## src/rtl/data_packer_unit_pkg.sv

```systemverilog
// Shared definitions for the reduce -> packer -> trace-buffer stages:
// firmware opcodes, default vector geometry and the lane vector type.
package data_packer_unit_pkg;

  localparam int PKG_N          = 8;
  localparam int PKG_DATA_WIDTH = 32;

  localparam logic [7:0] FW_PASS = 8'd0;
  localparam logic [7:0] FW_PACK = 8'd1;

  // Lane 0 is the least significant element of the packed vector.
  typedef logic [PKG_N-1:0][PKG_DATA_WIDTH-1:0] vec_t;

  // Any opcode other than FW_PACK falls back to pass-through.
  function automatic logic is_pack(input logic [7:0] op);
    return op == FW_PACK;
  endfunction

endpackage

```

## src/rtl/data_packer_unit_pack_lane.sv

```systemverilog
// One chain's pack buffer: appends scalars slot by slot and presents a
// zero-padded vector whenever the chain fills up or is flushed by eof.
module pack_lane #(
  parameter int N          = 8,
  parameter int DATA_WIDTH = 32
) (
  input  logic                            clk,
  input  logic                            rst_n,
  input  logic                            clear,
  input  logic                            sel,
  input  logic                            valid,
  input  logic                            flush,
  input  logic [DATA_WIDTH-1:0]           elem,
  output logic                            emit,
  output logic [N-1:0][DATA_WIDTH-1:0]    vec
);

  localparam int CNT_W = (N > 1) ? $clog2(N) : 1;
  localparam logic [CNT_W-1:0] LAST = CNT_W'(N - 1);

  logic [N-1:0][DATA_WIDTH-1:0] buf_q;
  logic [CNT_W-1:0]             cnt_q;

  // Slots above cnt_q are always zero, so the buffer itself is the padding.
  always_comb begin
    vec = buf_q;
    if (valid) vec[cnt_q] = elem;
    emit = sel && (valid ? ((cnt_q == LAST) || flush)
                         : (flush && (cnt_q != '0)));
  end

  always_ff @(posedge clk) begin
    if (!rst_n || clear) begin
      buf_q <= '0;
      cnt_q <= '0;
    end else if (sel) begin
      if (emit) begin
        buf_q <= '0;
        cnt_q <= '0;
      end else if (valid) begin
        buf_q[cnt_q] <= elem;
        cnt_q        <= cnt_q + 1'b1;
      end
    end
  end

endmodule

```

## src/rtl/data_packer_unit.sv

```systemverilog
// Per-chain scalar packer between the reduce stage and the trace buffer;
// pass-through chains forward vectors, firmware loads while tracing is low.
module data_packer_unit
  import data_packer_unit_pkg::*;
#(
  parameter int N          = PKG_N,
  parameter int DATA_WIDTH = PKG_DATA_WIDTH,
  parameter int MAX_CHAINS = 4,
  parameter logic [7:0] PERSONAL_CONFIG_ID = 8'd0,
  parameter logic [0:MAX_CHAINS-1][7:0] INITIAL_FIRMWARE = {MAX_CHAINS{FW_PASS}},
  localparam int CW = (MAX_CHAINS > 1) ? $clog2(MAX_CHAINS) : 1
) (
  input  logic                          clk,
  input  logic                          rst_n,
  input  logic                          valid_in,
  input  logic [1:0]                    eof_in,
  input  logic [1:0]                    bof_in,
  input  logic [CW-1:0]                 chainId_in,
  input  logic                          tracing,
  input  logic [7:0]                    configId,
  input  logic [7:0]                    configData,
  input  logic [N-1:0][DATA_WIDTH-1:0]  vector_in,
  output logic                          valid_out,
  output logic [N-1:0][DATA_WIDTH-1:0]  vector_out,
  output logic [1:0]                    eof_out,
  output logic [1:0]                    bof_out,
  output logic [CW-1:0]                 chainId_out
);

  logic [7:0]                   fw_q [MAX_CHAINS];
  logic [7:0]                   byte_counter;
  logic [MAX_CHAINS-1:0]        lane_emit;
  logic [N-1:0][DATA_WIDTH-1:0] lane_vec [MAX_CHAINS];

  for (genvar i = 0; i < MAX_CHAINS; i++) begin : g_lane
    pack_lane #(.N(N), .DATA_WIDTH(DATA_WIDTH)) u_lane (
      .clk   (clk),
      .rst_n (rst_n),
      .clear (!tracing),
      .sel   (tracing && (chainId_in == CW'(i)) && is_pack(fw_q[i])),
      .valid (valid_in),
      .flush (|eof_in),
      .elem  (vector_in[0]),
      .emit  (lane_emit[i]),
      .vec   (lane_vec[i])
    );
  end

  always_ff @(posedge clk) begin
    if (!rst_n) begin
      valid_out    <= 1'b0;
      vector_out   <= '0;
      eof_out      <= '0;
      bof_out      <= '0;
      chainId_out  <= '0;
      byte_counter <= '0;
      for (int i = 0; i < MAX_CHAINS; i++) fw_q[i] <= INITIAL_FIRMWARE[i];
    end else begin
      eof_out     <= eof_in;
      bof_out     <= bof_in;
      chainId_out <= chainId_in;
      if (!tracing) begin
        valid_out <= 1'b0;
        // Firmware bytes arrive in chain order; extra bytes are counted but dropped.
        if (configId == PERSONAL_CONFIG_ID) begin
          if (byte_counter < 8'(MAX_CHAINS)) fw_q[byte_counter[CW-1:0]] <= configData;
          if (byte_counter != 8'hFF) byte_counter <= byte_counter + 8'd1;
        end else begin
          byte_counter <= '0;
        end
      end else if (is_pack(fw_q[chainId_in])) begin
        valid_out <= lane_emit[chainId_in];
        if (lane_emit[chainId_in]) vector_out <= lane_vec[chainId_in];
      end else begin
        valid_out  <= valid_in;
        vector_out <= vector_in;
      end
    end
  end

endmodule

```

## config.mk

```make
export PLATFORM = sky130hd
export DESIGN_NAME = data_packer_unit
export DESIGN_NICKNAME = d
export VERILOG_FILES = /design/src/rtl/data_packer_unit_pkg.sv /design/src/rtl/data_packer_unit_pack_lane.sv /design/src/rtl/data_packer_unit.sv
export SDC_FILE = /design/constraint.sdc
export NUM_CORES = 2
export LEC_CHECK = 0
export ABC_AREA = 1
export ABC_CLOCK_PERIOD_IN_PS = 4400
export BUFFER_PORTS_ARGS = -buffer_cell sky130_fd_sc_hd__buf_2
export CAP_MARGIN = 15
export CORE_MARGIN = 4
export CORE_UTILIZATION = 27
export CTS_BUF_LIST = sky130_fd_sc_hd__clkbuf_8 sky130_fd_sc_hd__clkbuf_16
export DETAILED_ROUTE_END_ITERATION = 7
export GPL_ROUTABILITY_DRIVEN = 1
export GPL_TIMING_DRIVEN = 0
export HOLD_SLACK_MARGIN = 0.1
export PLACE_DENSITY = 0.44
export SETUP_SLACK_MARGIN = 0.3
export SKIP_LAST_GASP = 1
export SYNTH_ARGS = -nofsm -noshare
export SYNTH_HDL_FRONTEND = slang
export SYNTH_HIERARCHICAL = 1
export SYNTH_SLANG_ARGS = --single-unit
export TNS_END_PERCENT = 30
```

## constraint.sdc

```tcl
create_clock -name clk -period 4.4 [get_ports clk]
set_input_delay 0.88 -clock clk [delete_from_list [all_inputs] [get_ports clk]]
set_output_delay 0.88 -clock clk [all_outputs]
set_load 0.01 [all_outputs]
```

==> flow_summary_export.csv <==
group,metric,value,unit
critical_path,critical_path_arrival,4.81,ns
sta,final_max_slew_viol_count,0,
final_layout,fin_cells,16784,
sta,worstMarginPinSlew,1.39,ns
placed_design,detailed_place_hpwl,323000,um
placed_design,gp_congestion,0.987,
global_route,grt_pass1_wl,627000,um
final_layout,drive_gt1_share,11.1,%
final_layout,multi_input_area,39800,um^2
cts,clockBufferDepth,4,
cts,cts_max_level,4,
critical_path,path_class,"input pin to register",
placed_design,placed_area,80900,um^2
floorplanning,die-area,280000,um^2
worst_hold_path,min_from,"bof_in[0]",
cts,cts-root-buf,"clkbuf_16",
sta,setup_ws,0.330,ns
power_and_ir_drop,p_leak,37.5,nW
route,wire_per_inst,28.0,um
sta,slew_headroom,7.54,%
placed_design,place_ws,-0.638,ns
critical_path,cp-startpoint,"tracing",
global_route,globalRouteTotalUtil,31.8,%
yosys,synthCells,12257,
placed_design,placedCellCount,16391,
floorplanning,ioPinCount,545,
final_layout,fin_util,32.1,%
route,viasPerCell,5.28,
global_route,antenna_found_initial,75,
critical_path,cp.required,5.14,ns
yosys,synth_edf_count,32,
final_layout,final_area,87000,um^2
cts,clk_pin_slew,0.06,ns
floorplanning,initial_core_util,27.1,%
placed_design,io_buffers,544,
yosys,syn-num-nets,12552,
route,drcViolationCount,0,
yosys,syn_area_per_cell,5.99,um^2
sta,grt_setup_unrepaired,"false",
power_and_ir_drop,powerDensity,358,nW/um^2
yosys,netlist_area,73400,um^2
critical_path,end_kind,"register",
cts,clk_latency,0.89,ns
critical_path,crit_path_max_fanout,10,
floorplanning,coreArea,271000,um^2
yosys,yosysUniqueCellTypes,28,
sta,timing_hold_violations_final,0,
route,wl,469000,um
yosys,yosysSeqAreaShare,37.0,%
critical_path,critPathLaunchType,"input pin",
route,firstDrtPassIters,8,
floorplanning,die-width,529,um
sta,clock_skew,0.0537,ns
yosys,yosysWarningCount,6,
sta,period_share,92.5,%
yosys,synth-main-ff-cell,"dfxtp_1",
power_and_ir_drop,irDropWorstVdd,300,uV
global_route,grt-ovfl-total,0,
sta,setup_viol,0,
job,drv_cap,0,
final_layout,area_growth,18.5,%
sta,period_needed,4.07,ns
route,ant_nets,0,
sta,max_freq,0.246,GHz
sta,fin_setup_tns,0,ns
final_layout,seqCellArea,27100,um^2
final_layout,nets,13299,
cts,numCtsBuffers,179,
cts,cts_tree,"yes",
outcome,status,"finished clean",
route,drtIter0Drc,13105,
cts,cts_num_sinks,1339,
global_route,grt_pass1_vias,77618,
yosys,ys_ff_latch,1339,
route,dr_total_vias,88625,
final_layout,nFillCells,30974,
global_route,grt_max_degree,22,
critical_path,r2r_start,"g_lane[3].u_lane/cnt_q[0]$_SDFFE_PP0P_",
worst_hold_path,hold_class,"input pin to register",
floorplanning,die_y,529,um
floorplanning,rows,191,
yosys,async_reset_ff_share,0,%
[path summary, 6_finish.rpt]
kind,slack (ns),to,cells past startpoint
setup / recovery,0.33,vector_out[22]$_SDFFE_PN0P_,15
setup reg to reg,0.44,vector_out[22]$_SDFFE_PN0P_,15
hold / removal,0.17,bof_out[0]$_SDFF_PN0_,3
hold reg to reg,0.46,g_lane[1].u_lane/buf_q[74]$_SDFFE_PP0P_,2
[through the flow]
stage,hold WS [ns],power [mW]
2_1_floorplan,0.444,14.3
3_3_place_gp,0.453,16.3
3_5_place_dp,0.455,16.3
4_1_cts,0.127,31.2
5_1_grt,0.169,31.9
6_report,0.175,31.1
[power by group]
part | switching, mW | internal, mW
sequential | 0.101 | 12.4
combinational | 2.93 | 0.743
clock | 6.32 | 8.62
[cell usage after synthesis, drive strengths merged (5+ instances only)]
| library cell | n | area share, % |
|---|---|---|
| nor4 | 6 | 0.051 |
| buf | 623 | 4.9 |
| clkbuf | 453 | 2.3 |
| a21oi | 1038 | 7.1 |
| nor3 | 21 | 0.14 |
| nor2 | 593 | 3.1 |
| ha | 13 | 0.22 |
| nand2 | 6402 | 33 |
| nand4 | 514 | 4.4 |
| inv | 325 | 1.7 |
| xor2 | 7 | 0.084 |
| and3 | 5 | 0.043 |
| dfxtp | 1307 | 36 |
| nand3 | 907 | 6.2 |
| edfxtp | 32 | 1.3 |
| o21ai | 9 | 0.061 |
[timing repair]
action | CTS | global route
endpoints found under the hold margin | 0 | 0
gates resized for setup | 1 | 1
buffers inserted | 0 | 0
hold buffers | 0 | 0
setup endpoints to repair | 4 | 1
[cells in the final DEF (no fill, tap or decap), types with 2 or more instances in the layout]
cell,instances
edfxtp_1,32
bufinv_16,8
clkbuf_2,23
nor2_2,7
clkbuf_8,42
nor2_1,580
inv_1,362
buf_4,63
a21oi_1,1034
diode_2,83
inv_2,10
buf_6,60
nor2_4,6
ha_1,13
buf_8,14
buf_2,994
nor3_1,21
o21ai_0,9
and3_1,5
buf_1,54
inv_16,2
nand2_2,5
xor2_1,7
nand4_1,513
buf_16,2
clkbuf_16,181
a21oi_2,4
clkbuf_1,430
dfxtp_1,1307
clkinv_2,19
nor4_1,2
clkinv_8,5
inv_6,2
nand3_1,907
nand2_1,6397
nor4_2,3
[sequential cells by signal (all words and copies together) (netlist names)]
| signal | cells |
|---|---|
| g_lane.u_lane/buf_q | 1024 |
| vector_out | 256 |
| fw_q | 32 |
| g_lane.u_lane/cnt_q | 12 |
| byte_counter | 8 |
| bof_out | 2 |
| chainId_out | 2 |
| eof_out | 2 |
| valid_out | 1 |
[kinds of logic (layout without fill, tap and decap cells)]
kind of cell | count (synthesis) | after routing | synth area share (%)
buffers and inverters | 1401 | 2275 | 8.87
AO/OA/AOI/OAI | 1048 | 1048 | 7.17
other | 0 | 83 | 0
AND/OR/NAND/NOR | 8449 | 8449 | 46.7
flip-flops | 1339 | 1339 | 37.0
XOR/XNOR | 7 | 7 | 0.0835
adder cells (fa/ha/maj) | 13 | 13 | 0.222
[layout make-up]
type | instances | area share (%)
Multi-Input combinational cell | 9517 | 45.8
Sequential cell | 1339 | 31.2
Buffer | 1076 | 6.10
Clock buffer | 223 | 5.87
Tap cell | 3570 | 5.14
Timing Repair Buffer | 566 | 3.50
Inverter | 325 | 1.40
Clock inverter | 85 | 0.791
Antenna cell | 83 | 0.239
[metal layers]
metal / routed length (um) / part of all wire (%) / track usage (%) / up-vias
met4: 30200 / 6.4 / 19.0 / 22
li1: - / - / - / 40561
met3: 56000 / 12 / 8.18 / 1074
met2: 188000 / 40 / 44.4 / 5539
met5: 139 / 0.030 / 0 / -
met1: 195000 / 42 / 43.6 / 41429
[worst max-delay path, cell delays in order]
cell and delay, ns:
buf_2 0.16, inv_1 0.51, nor4_2 0.11, buf_4 0.22
and3_1 0.27, nand2_1 0.10, nand2_1 0.06, nor2_1 0.52
nand4_1 0.23, nand2_2 0.43, buf_2 0.66, buf_2 0.39
nand2_1 0.08, nand2_1 0.07, nor2_1 0.04
No activity file was read; power rests on OpenSTA's default activity.
